## src/rtl/divide64_seq.sv

```systemverilog
// Sequential 64/32 unsigned restoring divider, one quotient bit per cycle.
// Define DIVIDE64_FASTFAIL_EN to finish divide-by-zero/overflow ops without iterating.
module divide64_seq (
    input  logic        clk,
    input  logic        rst,
    input  logic        start,
    input  logic [63:0] dividend,
    input  logic [31:0] divisor,
    output logic        busy,
    output logic        done,
    output logic [31:0] quotient,
    output logic [31:0] remainder,
    output logic        dz,
    output logic        ovf
);

    typedef enum logic [1:0] {
        S_IDLE,
        S_RUN,
        S_DONE
    } state_t;

    state_t      r_state;
    state_t      w_next;
    logic [4:0]  r_cnt;
    logic [31:0] r_div;
    logic [32:0] r_prem;
    logic [31:0] r_qsr;
    logic [31:0] r_hi;
    logic [31:0] r_quot;
    logic [31:0] r_rem;
    logic        r_dz;
    logic        r_ovf;

    logic        w_accept;
    logic        w_step;
    logic        w_last;
    logic        w_fast;
    logic        w_in_dz;
    logic        w_in_ovf;
    logic        w_fail;
    logic [32:0] w_sh;
    logic        w_ge;
    logic [32:0] w_prem_nx;
    logic [31:0] w_qsr_nx;

    assign w_in_dz  = (divisor == 32'd0);
    assign w_in_ovf = !w_in_dz && (dividend[63:32] >= divisor);
    assign w_fail   = r_dz | r_ovf;

`ifdef DIVIDE64_FASTFAIL_EN
    assign w_fast = w_accept & (w_in_dz | w_in_ovf);
`else
    assign w_fast = 1'b0;
`endif

    // One restoring step on {partial remainder, quotient shift register}
    assign w_sh      = {r_prem[31:0], r_qsr[31]};
    assign w_ge      = (w_sh >= {1'b0, r_div});
    assign w_prem_nx = w_ge ? (w_sh - {1'b0, r_div}) : w_sh;
    assign w_qsr_nx  = {r_qsr[30:0], w_ge};

    always_ff @(posedge clk or posedge rst) begin
        if (rst) begin
            r_state <= S_IDLE;
        end else begin
            r_state <= w_next;
        end
    end

    always_comb begin
        w_next = r_state;
        unique case (r_state)
            S_IDLE: begin
                if (start) begin
                    w_next = w_fast ? S_DONE : S_RUN;
                end
            end
            S_RUN: begin
                if (r_cnt == 5'd31) begin
                    w_next = S_DONE;
                end
            end
            S_DONE: w_next = S_IDLE;
            default: w_next = S_IDLE;
        endcase
    end

    always_comb begin
        busy     = 1'b0;
        done     = 1'b0;
        w_accept = 1'b0;
        w_step   = 1'b0;
        w_last   = 1'b0;
        unique case (r_state)
            S_IDLE: w_accept = start;
            S_RUN: begin
                busy   = 1'b1;
                w_step = 1'b1;
                w_last = (r_cnt == 5'd31);
            end
            S_DONE: done = 1'b1;
            default: ;
        endcase
    end

    always_ff @(posedge clk or posedge rst) begin
        if (rst) begin
            r_cnt  <= 5'd0;
            r_div  <= 32'd0;
            r_prem <= 33'd0;
            r_qsr  <= 32'd0;
            r_hi   <= 32'd0;
            r_quot <= 32'd0;
            r_rem  <= 32'd0;
            r_dz   <= 1'b0;
            r_ovf  <= 1'b0;
        end else begin
            if (w_accept) begin
                r_div  <= divisor;
                r_prem <= {1'b0, dividend[63:32]};
                r_qsr  <= dividend[31:0];
                r_hi   <= dividend[63:32];
                r_cnt  <= 5'd0;
                r_dz   <= w_in_dz;
                r_ovf  <= w_in_ovf;
            end else if (w_step) begin
                r_prem <= w_prem_nx;
                r_qsr  <= w_qsr_nx;
                r_cnt  <= r_cnt + 5'd1;
            end
            // Results only move when an operation completes, so they hold otherwise
            if (w_fast) begin
                r_quot <= 32'hFFFF_FFFF;
                r_rem  <= dividend[63:32];
            end else if (w_last) begin
                r_quot <= w_fail ? 32'hFFFF_FFFF : w_qsr_nx;
                r_rem  <= w_fail ? r_hi : w_prem_nx[31:0];
            end
        end
    end

    assign quotient  = r_quot;
    assign remainder = r_rem;
    assign dz        = r_dz;
    assign ovf       = r_ovf;

endmodule

```

## config.mk

```make
export PLATFORM = sky130hd
export DESIGN_NAME = divide64_seq
export DESIGN_NICKNAME = d
export VERILOG_FILES = /design/src/rtl/divide64_seq.sv
export SDC_FILE = /design/constraint.sdc
export NUM_CORES = 1
export LEC_CHECK = 0
export CAP_MARGIN = 10
export CELL_PAD_IN_SITES_DETAIL_PLACEMENT = 1
export CELL_PAD_IN_SITES_GLOBAL_PLACEMENT = 1
export CORE_ASPECT_RATIO = 1.5
export CORE_MARGIN = 2
export CORE_UTILIZATION = 38
export CTS_BUF_LIST = sky130_fd_sc_hd__clkbuf_16
export DETAILED_ROUTE_END_ITERATION = 7
export GPL_ROUTABILITY_DRIVEN = 0
export PLACE_DENSITY = 0.84
export SLEW_MARGIN = 20
export SYNTH_ARGS = -nofsm -noshare
export SYNTH_HDL_FRONTEND = slang
export SYNTH_SLANG_ARGS = --single-unit
export TNS_END_PERCENT = 30
```

## constraint.sdc

```tcl
create_clock -name clk -period 6.5 [get_ports clk]
set_clock_uncertainty 0.2 [all_clocks]
set_input_delay 0.65 -clock clk [delete_from_list [all_inputs] [get_ports clk]]
set_output_delay 0.65 -clock clk [all_outputs]
set_load 0.05 [all_outputs]
```

==> results.json <==
{
  "grt_pass1_vias": 11400,
  "final_nets": 1616,
  "cts_root_buffer": "clkbuf_16",
  "cp-end-kind": "flop",
  "vdd.ir_drop.worst_mv": 0.261,
  "grt_max_degree": 87,
  "syn_inst": 1322,
  "final_area_um2": 14000,
  "fin_crit_ns": 4.86,
  "synthFlopType": "dfrtp_1",
  "fin_crit_sh_pct": 74.8,
  "multi_input_area_um2": 5820,
  "tightest_slew_ns": 0.966,
  "ys_types": 62,
  "final-hold-violation-count": 0,
  "ys_ff_latch": 201,
  "async_flop_share_pct": 100,
  "regArea_um2": 5030,
  "power_mw": 8.79,
  "first_pass_iters": 5,
  "route.detailed.drc": 0,
  "holdBufCountCts": 0,
  "antenna_found_initial": 0,
  "numCtsBuffers": 21,
  "cellPowerDensity_nw_per_um2": 626,
  "crit_type": "in -> reg",
  "critPathLaunchType": "input pin",
  "maxCapViolCount": 0,
  "setup_viol": 0,
  "slew_viol_final": 0,
  "required_ns": 6.68,
  "route.antenna.remaining_nets": 0,
  "rows": 77,
  "die_w_um": 146,
  "rsz0062_at_grt": "false",
  "p_leak_nw": 6.48,
  "yosysSeqAreaShare_pct": 44.0,
  "drive_above_1_share_pct": 4.10,
  "fmax_mhz": 206,
  "slew-limit-headroom_pct": 35.5,
  "area_growth_pct": 22.8,
  "antenna_cells": 0,
  "start_util_pct": 38.7,
  "routed_wl_mm": 38.0,
  "wl_per_cell_um": 20.5,
  "core_um2": 29600,
  "cts_tree": "yes",
  "overflow": 0,
  "cts.reportedPaths.clkPinSlew_ns": 0.06,
  "placed_cell_area_um2": 13400,
  "cts.path.max_buffers": 3,
  "yosys_warnings": 0,
  "io_pins": 167,
  "syn_nets": 1488,
  "vias": 10500,
  "clkLatencyLatePin_ns": 0.52,
  "cts_setup_buffers": 0,
  "finalSetupTns_ns": 0,
  "die_h_um": 216,
  "cp_max_fo": 65,
  "fill_cells": 3483,
  "htree_num_levels": 1,
  "synth_area_um2": 11400,
  "numPortBuffers": 166,
  "cp.arrival_ns": 5.04,
  "hpwl_mm": 27.0,
  "synth_edf_count": 0,
  "post_cts_resized": 0,
  "groute.usage.overall_pct": 24.1,
  "die_area_um2": 31500,
  "cts_sinks": 201,
  "syn_area_per_cell_um2": 8.65,
  "status": "complete, no violations",
  "via_per_inst": 5.67,
  "hold_class": "reg -> reg",
  "drtIter0Drc": 541,
  "grt_pass1_wl_mm": 61.6
}
## per-stage QoR
step / utilization (%) / worst slack, ns / instances / hold slack [ns]
2_1_floorplan: - / 0.168 / 1322 / 0.237
3_3_place_gp: 45.4 / 1.67 / 1822 / 0.249
3_5_place_dp: 45.4 / 1.44 / 1822 / 0.254
4_1_cts: 47.5 / 1.92 / 1857 / 0.270
5_1_grt: 47.5 / 1.39 / 1857 / 0.292
6_report: 47.5 / 1.64 / 1857 / 0.265
## Yosys cell counts (3+ instances only)
cell type / count / area (µm²)
a211o_1: 3 / 26.3
a211oi_1: 5 / 37.5
a21o_1: 25 / 188
a21oi_1: 142 / 711
a22oi_1: 36 / 270
a31o_2: 4 / 35.0
a31oi_1: 8 / 50.1
and2_1: 5 / 31.3
and3_1: 32 / 200
and4_1: 3 / 26.3
buf_1: 4 / 15.0
buf_2: 3 / 15.0
buf_4: 4 / 30.0
clkbuf_1: 67 / 251
dfrtp_1: 201 / 5030
ha_1: 66 / 826
inv_1: 75 / 282
mux2i_1: 25 / 250
nand2_1: 182 / 683
nand2b_1: 7 / 43.8
nand3_1: 10 / 50.1
nand4_1: 12 / 75.1
nor2_1: 94 / 353
nor2b_1: 41 / 257
nor3_1: 15 / 75.1
nor4_1: 9 / 56.3
o211ai_1: 21 / 158
o21ai_0: 122 / 611
o21ai_1: 12 / 60.1
o22ai_1: 11 / 68.8
o31ai_1: 8 / 60.1
or2_2: 3 / 18.8
xnor2_1: 18 / 158
xor2_1: 10 / 87.6
## area by class of cell
class / instances / area share, %
tap: 395 / 3.52
inverter: 76 / 2.09
sequential: 201 / 35.8
clock buffer: 21 / 3.74
multi-input combinational: 967 / 41.4
timing repair buffer: 183 / 12.7
clock inverter: 14 / 0.668
## state kept, by name, summed over array words and instances, names as in the netlist
name,cells
r_qsr,32
dz,1
r_hi,32
r_prem,32
r_state,2
remainder,32
quotient,32
ovf,1
r_cnt,5
r_div,32
## metal layers
metal	GRT usage, %	vias up	part of all wire (%)
li1	-	4874	-
met1	28.5	5330	40
met2	44.7	246	53
met3	2.72	80	3.6
met4	9.48	0	3.7
met5	0	-	0
## worst max-delay path: stages
cell and delay [ns]:
clkdlybuf4s50_1 0.89, nor2b_2 0.26, buf_4 0.39, nand2b_1 0.14, nand2_1 0.08, buf_4 0.36
clkinv_1 0.16, nand2_1 0.13, clkinv_2 0.74, nand2_1 0.67, buf_4 0.37, o21ai_0 0.15
## path summary, 6_finish.rpt
kind                                  from  cells past startpoint  slack [ns]       endpoint
worst max-delay path                 start                     12        1.64  remainder[19]
worst min-delay path              r_hi[15]                      2        0.27       r_hi[15]
worst max register to register  r_state[1]                     12        1.76  remainder[19]
worst min register to register    r_hi[15]                      2        0.27       r_hi[15]
max in group asynchronous              rst                      3        4.46      r_qsr[24]
min in group asynchronous              rst                      2        0.43  remainder[23]
## kinds of logic after synthesis
group	Yosys count	synth area share, %
buf+inv	154	5.22
xor+xnor	28	2.14
mux	26	2.29
simple gates	421	16.9
flops	201	44.0
fa+ha+maj	67	7.40
compound gates	425	22.1
## layout by cell type, fill, tap and decap left out, types with 4 or more instances in the layout
master / instances
buf_4: 18
ha_1: 66
nand2b_1: 7
nor3_1: 15
o31ai_1: 8
dfrtp_1: 201
nor4_1: 9
a211oi_1: 5
clkbuf_16: 21
inv_1: 76
a31o_2: 4
o22ai_1: 11
clkinv_1: 7
xor2_1: 10
nor2b_1: 39
a31oi_1: 8
a21oi_1: 142
a22oi_1: 36
mux2i_1: 25
o211ai_1: 21
clkdlybuf4s50_1: 165
nand4_1: 12
nand2_1: 182
and2_1: 5
o21ai_0: 122
nor2_1: 93
nand3_1: 10
xnor2_1: 18
a21o_1: 25
o21ai_1: 12
and3_1: 32
## power breakdown
part / leakage (nW) / total, mW / internal, mW / switching [mW]
sequential: 2.47 / 2.30 / 1.88 / 0.417
clock: 0.311 / 1.14 / 0.625 / 0.511
combinational: 3.70 / 5.36 / 2.01 / 3.35
total: 6.48 / 8.79 / 4.52 / 4.28
(Power assumes the default switching activity.)
